$ cat src/rtl/dense_neuron_sequencer.sv
// Dense layer sequencer: bias fetch, N_IN-term saturating MAC, ReLU,
// one activation per neuron on a valid/ready stream.
module dense_neuron_sequencer #(
    parameter  int N_IN      = 16,
    parameter  int N_OUT     = 8,
    parameter  int FRAC_BITS = 8,
    localparam int XAW = ($clog2(N_IN) < 1) ? 1 : $clog2(N_IN),
    localparam int WAW = ($clog2(N_IN*N_OUT) < 1) ? 1 : $clog2(N_IN*N_OUT),
    localparam int BAW = ($clog2(N_OUT) < 1) ? 1 : $clog2(N_OUT)
) (
    input  logic           clk,
    input  logic           reset,
    input  logic           start,
    output logic           busy,
    output logic           done,
    output logic [XAW-1:0] x_addr,
    input  logic [15:0]    x_data,
    output logic [WAW-1:0] w_addr,
    input  logic [15:0]    w_data,
    output logic [BAW-1:0] b_addr,
    input  logic [31:0]    b_data,
    output logic           act_valid,
    input  logic           act_ready,
    output logic [31:0]    act_data,
    output logic [BAW-1:0] act_index
);

    typedef enum logic [1:0] {S_IDLE, S_BIAS, S_MAC, S_OUT} state_t;

    localparam logic [31:0] NI = 32'(N_IN);

    state_t              r_state;
    state_t              w_next;
    logic [BAW-1:0]      r_j;
    logic [XAW-1:0]      r_i;
    logic [31:0]         r_acc;
    logic                r_done;

    logic                w_last_i;
    logic                w_last_j;
    logic                w_hs;
    logic [XAW-1:0]      w_xi;
    logic signed [15:0]  w_x;
    logic signed [15:0]  w_w;
    logic signed [31:0]  w_mul;
    logic signed [31:0]  w_prod;
    logic signed [31:0]  w_base;
    logic signed [32:0]  w_sum;
    logic [31:0]         w_sat;

    assign w_last_i = (r_i == XAW'(N_IN - 1));
    assign w_last_j = (r_j == BAW'(N_OUT - 1));
    assign w_hs     = (r_state == S_OUT) && act_ready;

    // Product is floored by the arithmetic shift; sum widened by one bit to detect overflow
    assign w_x    = x_data;
    assign w_w    = w_data;
    assign w_mul  = w_x * w_w;
    assign w_prod = w_mul >>> FRAC_BITS;
    assign w_base = (r_i == '0) ? $signed(b_data) : $signed(r_acc);
    assign w_sum  = {w_base[31], w_base} + {w_prod[31], w_prod};

    always_comb begin
        w_sat = w_sum[31:0];
        if (w_sum[32] != w_sum[31])
            w_sat = w_sum[32] ? 32'h8000_0000 : 32'h7FFF_FFFF;
    end

    // Prefetch element i+1 while consuming i; hold on the last element
    always_comb begin
        w_xi = '0;
        if (r_state == S_MAC)
            w_xi = w_last_i ? r_i : r_i + 1'b1;
    end

    assign x_addr = w_xi;
    assign w_addr = WAW'(32'(r_j) * NI + 32'(w_xi));
    assign b_addr = r_j;

    always_comb begin
        w_next = r_state;
        unique case (r_state)
            S_IDLE:  if (start) w_next = S_BIAS;
            S_BIAS:  w_next = S_MAC;
            S_MAC:   if (w_last_i) w_next = S_OUT;
            S_OUT:   if (act_ready) w_next = w_last_j ? S_IDLE : S_BIAS;
            default: w_next = S_IDLE;
        endcase
    end

    always_ff @(posedge clk) begin
        if (reset) begin
            r_state <= S_IDLE;
            r_j     <= '0;
            r_i     <= '0;
            r_acc   <= '0;
            r_done  <= 1'b0;
        end else begin
            r_state <= w_next;
            r_done  <= w_hs && w_last_j;
            unique case (r_state)
                S_IDLE: begin
                    if (start) begin
                        r_j <= '0;
                        r_i <= '0;
                    end
                end
                S_BIAS: r_i <= '0;
                S_MAC: begin
                    r_acc <= w_sat;
                    if (!w_last_i)
                        r_i <= r_i + 1'b1;
                end
                S_OUT: begin
                    if (act_ready)
                        r_j <= w_last_j ? '0 : r_j + 1'b1;
                end
                default: ;
            endcase
        end
    end

    assign busy      = (r_state != S_IDLE);
    assign done      = r_done;
    assign act_valid = (r_state == S_OUT);
    assign act_data  = (act_valid && !r_acc[31]) ? r_acc : 32'h0;
    assign act_index = act_valid ? r_j : '0;

endmodule

$ cat config.mk
export PLATFORM = sky130hd
export DESIGN_NAME = dense_neuron_sequencer
export DESIGN_NICKNAME = d
export VERILOG_FILES = /design/src/rtl/dense_neuron_sequencer.sv
export SDC_FILE = /design/constraint.sdc
export NUM_CORES = 1
export LEC_CHECK = 0
export BUFFER_PORTS_ARGS = -buffer_cell sky130_fd_sc_hd__buf_2
export CORE_UTILIZATION = 52
export CTS_CLUSTER_SIZE = 12
export DETAILED_ROUTE_END_ITERATION = 12
export GPL_TIMING_DRIVEN = 0
export PLACE_DENSITY = 0.8
export SLEW_MARGIN = 20
export SYNTH_ARGS = -nofsm -noshare
export SYNTH_HDL_FRONTEND = slang
export SYNTH_SLANG_ARGS = --single-unit
export TNS_END_PERCENT = 100
$ cat constraint.sdc
create_clock -name clk -period 11.3 [get_ports clk]
set_input_delay 2.26 -clock clk [delete_from_list [all_inputs] [get_ports clk]]
set_output_delay 2.26 -clock clk [all_outputs]
set_load 0.02 [all_outputs]
; Yosys cells after proc, flatten, opt, wreduce, memory -nomap -nowiden
; Index checks and enable logic that the tools add are counted.
[classes]
reduce_logical = 12
n_eq_ne = 9
n_addsub = 4
mul = 1
n_mux = 18
[op_table]
columns = operator, n
row1 = 32-bit 2-to-1 mux, 4
row2 = 32-bit by 24-bit adder with 33-bit output, 1
row3 = 16-bit by 16-bit multiplier with 32-bit output, 1
row4 = 3-bit 2-to-1 mux, 4
row5 = 4-bit 2-to-1 mux, 3
row6 = 4-bit case mux with 3 select lines, 1
row7 = 2-bit case mux with 4 select lines, 1
row8 = 7-bit by 4-bit adder with 7-bit output, 1
row9 = 2-bit 2-to-1 mux, 3
row10 = 3-bit case mux with 2 select lines, 1
row11 = 3-bit AND reduction, 2
row12 = 4-bit by 1-bit adder with 4-bit output (second input constant), 1
row13 = 2-bit equality test (second input constant), 2
row14 = 4-bit equality test (second input constant), 1
row15 = 4-bit zero test, 1
row16 = 2-bit inequality test (second input constant), 2
row17 = 2-bit nonzero test, 2
row18 = 3-bit by 1-bit adder with 3-bit output (second input constant), 1
row19 = 3-bit equality test (second input constant), 1
row20 = 1-bit logical AND, 3
row21 = 3-bit nonzero test, 1
row22 = 2-bit by 1-bit equality test with 1-bit output (second input constant), 1
row23 = 2-bit zero test, 1
row24 = 2-bit by 1-bit inequality test with 1-bit output (second input constant), 1
row25 = other kinds (4), 4
[word_totals]
out_inout_bits = 52
word_cells = 49
regBits = 42

; Depth between registers and ports, before layout
; Gate-level depths: netlist of the first run.
[depth]
depth_word = 5
ltp_mapped = 38
depth_no_buf = 36

; Worst setup path after synthesis of the first run
; No wires, ideal clock.
[synth_timing]
path_type = input to register
startpoint = input port w_data[7]
endpoint = register r_acc[12]
stages = 35
slack_ns = 0.818
n_path_buf = 1
arrival_ns = 10.363
cell_sequence = clkbuf_1 > nand2_1 > fa_1 > inv_1 > fa_1 > inv_1 > fa_1 > inv_1 > fa_1 > fa_1 > inv_1 > fa_1 > inv_1 > ha_1 > o211ai_1 > a22oi_1 > o211ai_1 > a31oi_1 > o21ai_0 > a21boi_0 > o21ai_0 > a21boi_0 > nor2_1 > xnor2_1 > ha_1 > a21o_1 > a21o_1 > a21o_1 > a41oi_1 > o21ai_0 > a31o_2 > o221ai_2 > a2bb2oi_4 > o21ai_1 > o221a_2
[synth_via]
elab_chain_len = 4
word_cells_on_any_way = 5
classes_between = add/sub (1) / mul (1) / eq/ne (1) / mux (2)
[synth_rtl]
columns = item, line
row1 = "start, declared", 19  ; input logic [15:0] w_data,
row2 = 16-bit by 16-bit multiplier with 32-bit output (*), 58  ; assign w_mul = w_x * w_w;
row3 = 32-bit by 24-bit adder with 33-bit output (*), 61  ; assign w_sum = {w_base[31], w_base} + {w_prod[31], w_prod};
row4 = 32-bit 2-to-1 mux or 1-bit inequality test (tied branches), "66, 65"
row5 = 32-bit 2-to-1 mux (*), 65  ; if (w_sum[32] != w_sum[31])
row6 = "end signal, assigned", 110  ; r_acc <= w_sat;
row7 = "end, declared", 36  ; logic [31:0] r_acc;
; Mark *: on every way between the ends. The rest lies on a longest branch, timed or not.
; A chain may end at the register's enable or synchronous reset.

; Final worst setup path of the first run
[layout_timing]
startpoint = input port w_data[7]
endpoint = register r_acc[28]
; The elaborated chain is that of the path after synthesis.

==> results.sh, run 1 <==
export IMPL_cp_max_fo=10
export IMPL_syn_area_um2=13800
export IMPL_syn_nets=1991
export IMPL_std_cell_rows=59
export IMPL_dr_pass1_iters=6
export IMPL_avgRoutedWirePerCell_um=17.2
export IMPL_cts_tree="built"
export IMPL_drive_above_1_share=0.157
export IMPL_wl_met3_mm=1.77
export IMPL_fin_skew_ps=10.5
export IMPL_drt_iter0_drc=634
export IMPL_drtAntennaViolNets=0
export IMPL_cts_root_buf="clkbuf_16"
export IMPL_nets=2116
export IMPL_crit_top_cell="fa_1"
export IMPL_wl_met2_mm=17.8
export IMPL_slew_headroom=0.407
export IMPL_globalplace_congestion=0.950
export IMPL_setup_viol=0
export IMPL_fp_coreArea_um2=26100
export IMPL_pre_cts_slack_ps=-903
export IMPL_synth_xor_area_share=0.0396
export IMPL_start_kind="input pin"
export IMPL_hold_viol=0
export IMPL_grt_pass1_vias=11287
export IMPL_cts_clk_slew_worst_paths_ps=70
export IMPL_tightest_slew_ps=889
export IMPL_cts_htree_levels=2
export IMPL_synth_cell_types=68
export IMPL_overflow=0
export IMPL_place_hpwl_mm=29.5
export IMPL_hold_start="r_acc[30]"
export IMPL_m1WireLength_mm=13.7
export IMPL_hp_class="flop to flop"
export IMPL_synth_top_family_by_area="adder cells"
export IMPL_end_kind="flop"
export IMPL_final_cell_mix="303 x inv_1, 261 x fa_1, 155 x and2_1"
export IMPL_synthMuxAreaShare=0.0309
export IMPL_fin_crit_sh=0.969
export IMPL_finalNonFillerCells=2005
export IMPL_setup_tns_ps=0
export IMPL_critPathKind="input pin to flop"
export IMPL_die_area_um2=27300
export IMPL_setup_ws_ps=352
export IMPL_async_reset_ff_frac=0
export IMPL_grt_antenna_before_repair=0
export IMPL_via_per_inst=5.50
export IMPL_synth_compound_area_frac=0.101
export IMPL_drcViolationCount=0
export IMPL_final_util=0.582
export IMPL_numCtsBuffers=5
export IMPL_layout_commonest_cell="inv_1"
export IMPL_status="complete, no violations"
export IMPL_rr_endpoint="r_acc[28]"
export IMPL_vias=11018
export IMPL_critPathMaxStageDelay_ps=610
export IMPL_reg2reg_setup_slack_ps=4990
export IMPL_syn_inst=1543
export IMPL_area_growth_pct=9.60
export IMPL_grt_max_degree=17
export IMPL_yosys_area_share_simple=0.161
export IMPL_cp_arrival_ps=11130
export IMPL_cts_num_sinks=42
export IMPL_ys_ff_latch=42
export IMPL_die_h_um=165
export IMPL_clk_path_buf_depth=2
export IMPL_syn_avg_cell_area_um2=8.97
export IMPL_clk_latency_ps=300
export IMPL_die_w_um=165
export IMPL_pin_count=120
export IMPL_worst_hold_path_num_cells=2
export IMPL_placed_cells=1995
export IMPL_grt_pass1_wl_mm=55.5
export IMPL_routed_wl_mm=34.4
export IMPL_groute_usage_overall=0.263
export IMPL_synth_ff_type="dfxtp_1"
export IMPL_port_buffers=117
export IMPL_drv_slew=0
export IMPL_reg2reg_depth=21
export IMPL_yosysSeqAreaShare=0.0608
export IMPL_synth_edf_count=0
export IMPL_synthAdderAreaFrac=0.503
export IMPL_finalCriticalPeriod_ps=10950
export IMPL_top_layer="met4"
export IMPL_cts_hold_fix_buffers=0
export IMPL_r2r_start="r_i[0]"
export IMPL_start_util=0.531
export IMPL_ys_warn_count=0
export IMPL_crit_required_ps=11480
export IMPL_min_to="r_acc[30]"
export IMPL_cp_slowest_cell="fa_1"
export IMPL_timing_fmax_mhz=91.3
export IMPL_maxCapViolations=0
final cells by class:
class | instances | area (µm²)
well taps | 335 | 419
plain buffers | 54 | 297
fillers | 2288 | 10900
inverters | 303 | 1140
clock inverters | 3 | 25.0
repair buffers | 125 | 658
clock buffers | 5 | 125
flip-flops and latches | 42 | 841
multi-input cells | 1137 | 11700
diodes | 1 | 2.50
sequential cells by signal, indices dropped and copies added (netlist names):
| signal | count |
|---|---|
| r_acc | 32 |
| r_i | 4 |
| b_addr | 3 |
| r_state | 2 |
| done | 1 |
cell usage after synthesis (all sizes together), types with 6 or more instances:
master    n  area, µm²
clkbuf   48        180
inv     303       1140
nand2b   14       87.6
xnor2    43        384
o21ai    34        181
nor2b     9       56.3
mux2     30        338
buf      13        109
o221a     7       78.8
a21oi    37        185
maj3     22        244
ha      118       1480
nand2   142        536
xor2     16        140
dfxtp    42        841
a211oi   29        313
and2    156        978
mux2i     9       90.1
o21bai    7       52.6
fa      262       5250
a31oi     7       50.1
nor3     14       70.1
nand3    13       65.1
nor2     86        323
a21o     19        143
o21a      6       45.0
worst max-delay path: cells and delay by family:
| kind | cells | cell delay, ps |
|---|---|---|
| AOI/OAI and AO/OA | 14 | 3380 |
| xor gates and xnor gates | 1 | 80 |
| adders and majority gates | 8 | 3570 |
| buffers and inverters | 8 | 900 |
| and+or+nand+nor | 7 | 900 |
logic make-up after synthesis:
logic type / count (synthesis)
xor gates and xnor gates: 60
adders and majority gates: 402
DFF: 42
AOI/OAI and AO/OA: 184
other: 1
buffers and inverters: 364
and+or+nand+nor: 451
muxes: 39
stage by stage:
| step | area [µm²] | hold slack [ps] |
|---|---|---|
| 6_report | 15200 | 524 |
| 4_1_cts | 15000 | 520 |
| 3_3_place_gp | 14800 | 495 |
| 2_1_floorplan | 13800 | 469 |
| 5_1_grt | 15200 | 548 |
| 3_5_place_dp | 14800 | 509 |
per-layer routing:
layer,GRT usage,vias up
li1,-,5065
met1,0.336,5529
met2,0.457,345
met3,0.0307,79
met4,0.0938,0
met5,0,-
worst max path at each step:
stage | to | startpoint | depth (start not counted)
detailed placement | r_acc[20] | x_data[7] | 35
global route | r_acc[15] | w_data[7] | 39
global placement | r_acc[28] | x_data[7] | 35
floorplan | r_acc[12] | w_data[7] | 35
CTS | r_acc[19] | w_data[7] | 37
finish | r_acc[28] | w_data[7] | 38
repair_timing:
item / 4_1_cts / 5_1_grt
pin swaps: 1 / 8
gates cloned: 0 / 0
resized for setup: 16 / 46
buffers inserted: 0 / 8
setup endpoints to repair: 32 / 32
Power of run 1 is left out: the tool's default activity adds up to more than one toggle a clock period on the data nets, which glitch-free logic cannot reach.
==> run 2: changes to the inputs <==
Settings changed: REMOVE_ABC_BUFFERS set to 1.
==> results.sh, run 2 (synthesis results as in run 1) <==
export IMPL_hold_viol=0
export IMPL_finalCriticalPeriod_ps=10870
export IMPL_timing_fmax_mhz=92.0
export IMPL_die_area_um2=27300
export IMPL_path_buf_inv=7
export IMPL_numCtsBuffers=5
export IMPL_port_buffers=118
export IMPL_place_hpwl_mm=26.1
export IMPL_antenna_diode_count=0
export IMPL_drcViolationCount=0
export IMPL_drv_slew=0
export IMPL_overflow=0
export IMPL_cts_tree="built"
export IMPL_die_w_um=165
export IMPL_die_h_um=165
export IMPL_grt_max_degree=58
export IMPL_grt_pass1_wl_mm=54.4
export IMPL_cts_num_sinks=42
export IMPL_drtAntennaViolNets=0
export IMPL_cts_htree_levels=2
export IMPL_area_growth_pct=8.78
export IMPL_fillers=2181
export IMPL_final_cell_area_um2=15100
export IMPL_grt_pass1_vias=11350
export IMPL_hold_ws_ps=510
export IMPL_nets=2065
export IMPL_crit_family="adder cells"
export IMPL_hp_class="flop to flop"
export IMPL_cp_max_fo=19
export IMPL_fin_crit_sh=0.962
export IMPL_dr_pass1_iters=6
export IMPL_end_kind="flop"
export IMPL_layout_commonest_cell="inv_1"
export IMPL_top_usage_layer="met2"
export IMPL_vias=10816
export IMPL_reg2reg_setup_slack_ps=6250
export IMPL_avgRoutedWirePerCell_um=16.8
export IMPL_std_cell_rows=59
export IMPL_fp_coreArea_um2=26100
export IMPL_start_kind="input pin"
export IMPL_pin_count=120
export IMPL_status="complete, no violations"
export IMPL_cp_slowest_cell="fa_1"
export IMPL_start_util=0.531
export IMPL_crit_required_ps=11510
export IMPL_final_util=0.578
export IMPL_tightest_slew_ps=974
export IMPL_crit_top_cell="fa_1"
export IMPL_cts_clk_slew_worst_paths_ps=70
export IMPL_global_route_usage_met1=0.327
export IMPL_clk_path_buf_depth=2
export IMPL_via_per_inst=5.54
export IMPL_top_register="r_acc"
export IMPL_critPathKind="input pin to flop"
export IMPL_cp_arrival_ps=11080
export IMPL_rsz0062_at_grt="false"
export IMPL_groute_usage_overall=0.252
export IMPL_final_cell_mix="303 x inv_1, 261 x fa_1, 155 x and2_1"
export IMPL_routed_wl_mm=32.9
export IMPL_maxCapViolations=0
export IMPL_drive_above_1_share=0.148
export IMPL_multiInputGateArea_um2=11700
export IMPL_cts_root_buf="clkbuf_16"
export IMPL_grt_antenna_before_repair=0
export IMPL_slew_headroom=0.332
export IMPL_critPathMaxStageDelay_ps=550
export IMPL_largest_reg_flops=32
export IMPL_setup_viol=0
export IMPL_globalplace_congestion=0.900
export IMPL_dpl_cell_area_um2=14700
export IMPL_clk_latency_ps=300
export IMPL_use_met3=0.0302
export IMPL_fin_skew_ps=6.64
export IMPL_grtUsageMet2=0.440
export IMPL_regArea_um2=841
export IMPL_drt_iter0_drc=542
==> run 2: cell types whose count changed in the layout (fill, tap and decap cells not counted), sizes merged <==
| cell | change |
|---|---|
| bufinv | +2 |
| a2bb2oi | +1 |
| buf | -26 |
| clkbuf | -25 |
| inv | -1 |
| clkinv | -1 |
| clkinvlp | -1 |
| diode | -1 |
==> run 2: timing repair <==
item / 4_1_cts / 5_1_grt
pin swaps: 1 / 7
endpoints found under the setup margin: 32 / 32
gates cloned: 1 / 0
hold buffers: 0 / 0
setup buffers: 2 / 3
hold endpoints to repair: 0 / 0
resized for setup: 7 / 28
==> run 2: final timing paths <==
check,start,cells past startpoint,to
worst max-delay path,w_data[7],38,r_acc[11]
worst min-delay path,r_acc[30],2,r_acc[30]
worst min register to register,r_acc[30],2,r_acc[30]
worst max register to register,r_i[0],19,r_acc[11]
==> run 2: area by class of cell <==
class / instances / share of cell area
well taps: 335 / 0.0278
inverters: 303 / 0.0756
flip-flops and latches: 42 / 0.0559
clock buffers: 6 / 0.00923
multi-input cells: 1138 / 0.779
clock inverters: 2 / 0.00399
repair buffers: 127 / 0.0487
==> run 2: through the flow <==
step | TNS [ps] | setup slack [ps] | cells
3_5_place_dp | -19470 | -835 | 1939
5_1_grt | 0 | 9.56 | 1953
3_3_place_gp | -30640 | -1240 | 1935
4_1_cts | 0 | 28.4 | 1950
2_1_floorplan | 0 | 548 | 1482
6_report | 0 | 431 | 1953
==> run 2: worst reg2reg max path, stage by stage, from the launching register on <==
cell	delay, ps
dfxtp_1	360
inv_1	70
ha_1	140
nor3b_4	530
buf_6	260
buf_8	180
mux2_2	400
ha_1	400
nand3_1	140
a211oi_1	250
a2111oi_0	100
o21ai_1	160
a41o_1	280
nand2_1	90
o31ai_2	230
mux2i_2	370
xnor2_4	190
buf_16	250
maj3_2	340
a211oi_2	230
==> run 2: per-layer routing <==
| layer | wire [µm] | part of all wire |
|---|---|---|
| met1 | 13600 | 0.41 |
| met2 | 16900 | 0.51 |
| met3 | 1760 | 0.054 |
| met4 | 624 | 0.019 |
| met5 | 0 | 0 |
Power of run 2 is left out for the same reason.
==> run 3: changes to the inputs <==
Settings changed: CORE_ASPECT_RATIO set to 2.
Clock period 11.3 ns to 13.3 ns, I/O delays scaled along.
==> results.sh, run 3 (synthesis results as in run 1) <==
export IMPL_cts_num_sinks=42
export IMPL_cts_tree="built"
export IMPL_place_hpwl_mm=28.0
export IMPL_globalplace_congestion=0.897
export IMPL_drt_iter0_drc=397
export IMPL_avgRoutedWirePerCell_um=16.7
export IMPL_grt_pass1_vias=11957
export IMPL_cp_slowest_cell="a2bb2oi_4"
export IMPL_grtUsageMet2=0.506
export IMPL_port_buffers=118
export IMPL_post_cts_setup_buffers=0
export IMPL_fin_skew_ps=8.53
export IMPL_crit_family="compound AO/OA/AOI/OAI gates"
export IMPL_pin_count=120
export IMPL_hp_class="flop to flop"
export IMPL_critPathKind="input pin to flop"
export IMPL_crit_required_ps=13490
export IMPL_clk_latency_ps=300
export IMPL_use_met3=0.0172
export IMPL_grt_max_degree=58
export IMPL_groute_usage_overall=0.254
export IMPL_grt_antenna_before_repair=1
export IMPL_drtAntennaViolNets=0
export IMPL_timing_fmax_mhz=79.7
export IMPL_crit_top_cell="fa_1"
export IMPL_numCtsBuffers=5
export IMPL_finalCriticalPeriod_ps=12550
export IMPL_area_growth_pct=6.95
export IMPL_cp_arrival_ps=12740
export IMPL_cts_root_buf="clkbuf_16"
export IMPL_grt_pass1_wl_mm=56.0
export IMPL_vias=10676
export IMPL_routed_wl_mm=32.7
export IMPL_drv_slew=0
export IMPL_top_usage_layer="met2"
export IMPL_die_area_um2=27300
export IMPL_cts_htree_levels=2
export IMPL_top_register="r_acc"
export IMPL_clk_path_buf_depth=2
export IMPL_critPathMaxStageDelay_ps=770
export IMPL_cts_hold_fix_buffers=0
export IMPL_path_buf_inv=6
export IMPL_end_kind="flop"
export IMPL_tightest_slew_ps=977
export IMPL_maxCapViolations=0
export IMPL_final_cell_mix="303 x inv_1, 262 x fa_1, 155 x and2_1"
export IMPL_status="complete, no violations"
export IMPL_hold_viol=0
export IMPL_die_h_um=233
export IMPL_nets=2059
export IMPL_via_per_inst=5.46
export IMPL_die_w_um=117
export IMPL_slew_headroom=0.347
export IMPL_cp_max_fo=28
export IMPL_fp_coreArea_um2=26200
export IMPL_global_route_usage_met1=0.257
export IMPL_layout_commonest_cell="inv_1"
export IMPL_overflow=0
export IMPL_std_cell_rows=84
export IMPL_drcViolationCount=0
export IMPL_drive_above_1_share=0.136
export IMPL_fillers=2269
export IMPL_cts_clk_slew_worst_paths_ps=70
export IMPL_setup_tns_ps=0
export IMPL_rsz0062_at_grt="false"
export IMPL_setup_viol=0
export IMPL_post_cts_resized=0
export IMPL_fin_crit_sh=0.944
export IMPL_start_kind="input pin"
export IMPL_dr_pass1_iters=5
export IMPL_start_util=0.529
export IMPL_largest_reg_flops=32
## run 3: worst min-delay path: stages, from the launching register on
cell	delay, ps
dfxtp_1	320
nor2_1	80
a211oi_1	50
## run 3: cell type report
cell class	count	area, µm²	share of cell area
clock inverter	3	21.3	0.00144
antenna	1	2.50	0.000169
multi-input combinational	1137	11600	0.784
inverter	303	1140	0.0769
timing repair buffer	122	639	0.0432
tap	344	430	0.0291
sequential	42	841	0.0568
clock buffer	5	125	0.00845
## run 3: worst paths after layout
check,from,to,slack (ps),depth (start not counted)
max,x_data[7],r_acc[28],750,35
min reg2reg,r_acc[29],r_acc[29],500,2
min,r_acc[29],r_acc[29],500,2
max reg2reg,r_i[0],r_acc[28],7470,19
## run 3: stage by stage
step / instance area, µm² / cells / utilization / hold WS (ps) / worst slack, ps
floorplan: 13500 / 1482 / - / 463 / 2150
global placement: 14600 / 1944 / 0.557 / 481 / 91.7
detailed placement: 14700 / 1948 / 0.560 / 493 / 525
CTS: 14800 / 1956 / 0.565 / 502 / 781
global route: 14800 / 1957 / 0.566 / 539 / 128
finish: 14800 / 1957 / 0.566 / 498 / 751
## run 3: metal layers
layer | part of all wire | wire [µm]
met5 | 0 | 0
met4 | 0.056 | 1820
met3 | 0.033 | 1090
met2 | 0.57 | 18700
met1 | 0.34 | 11100
Power of run 3 is left out for the same reason.
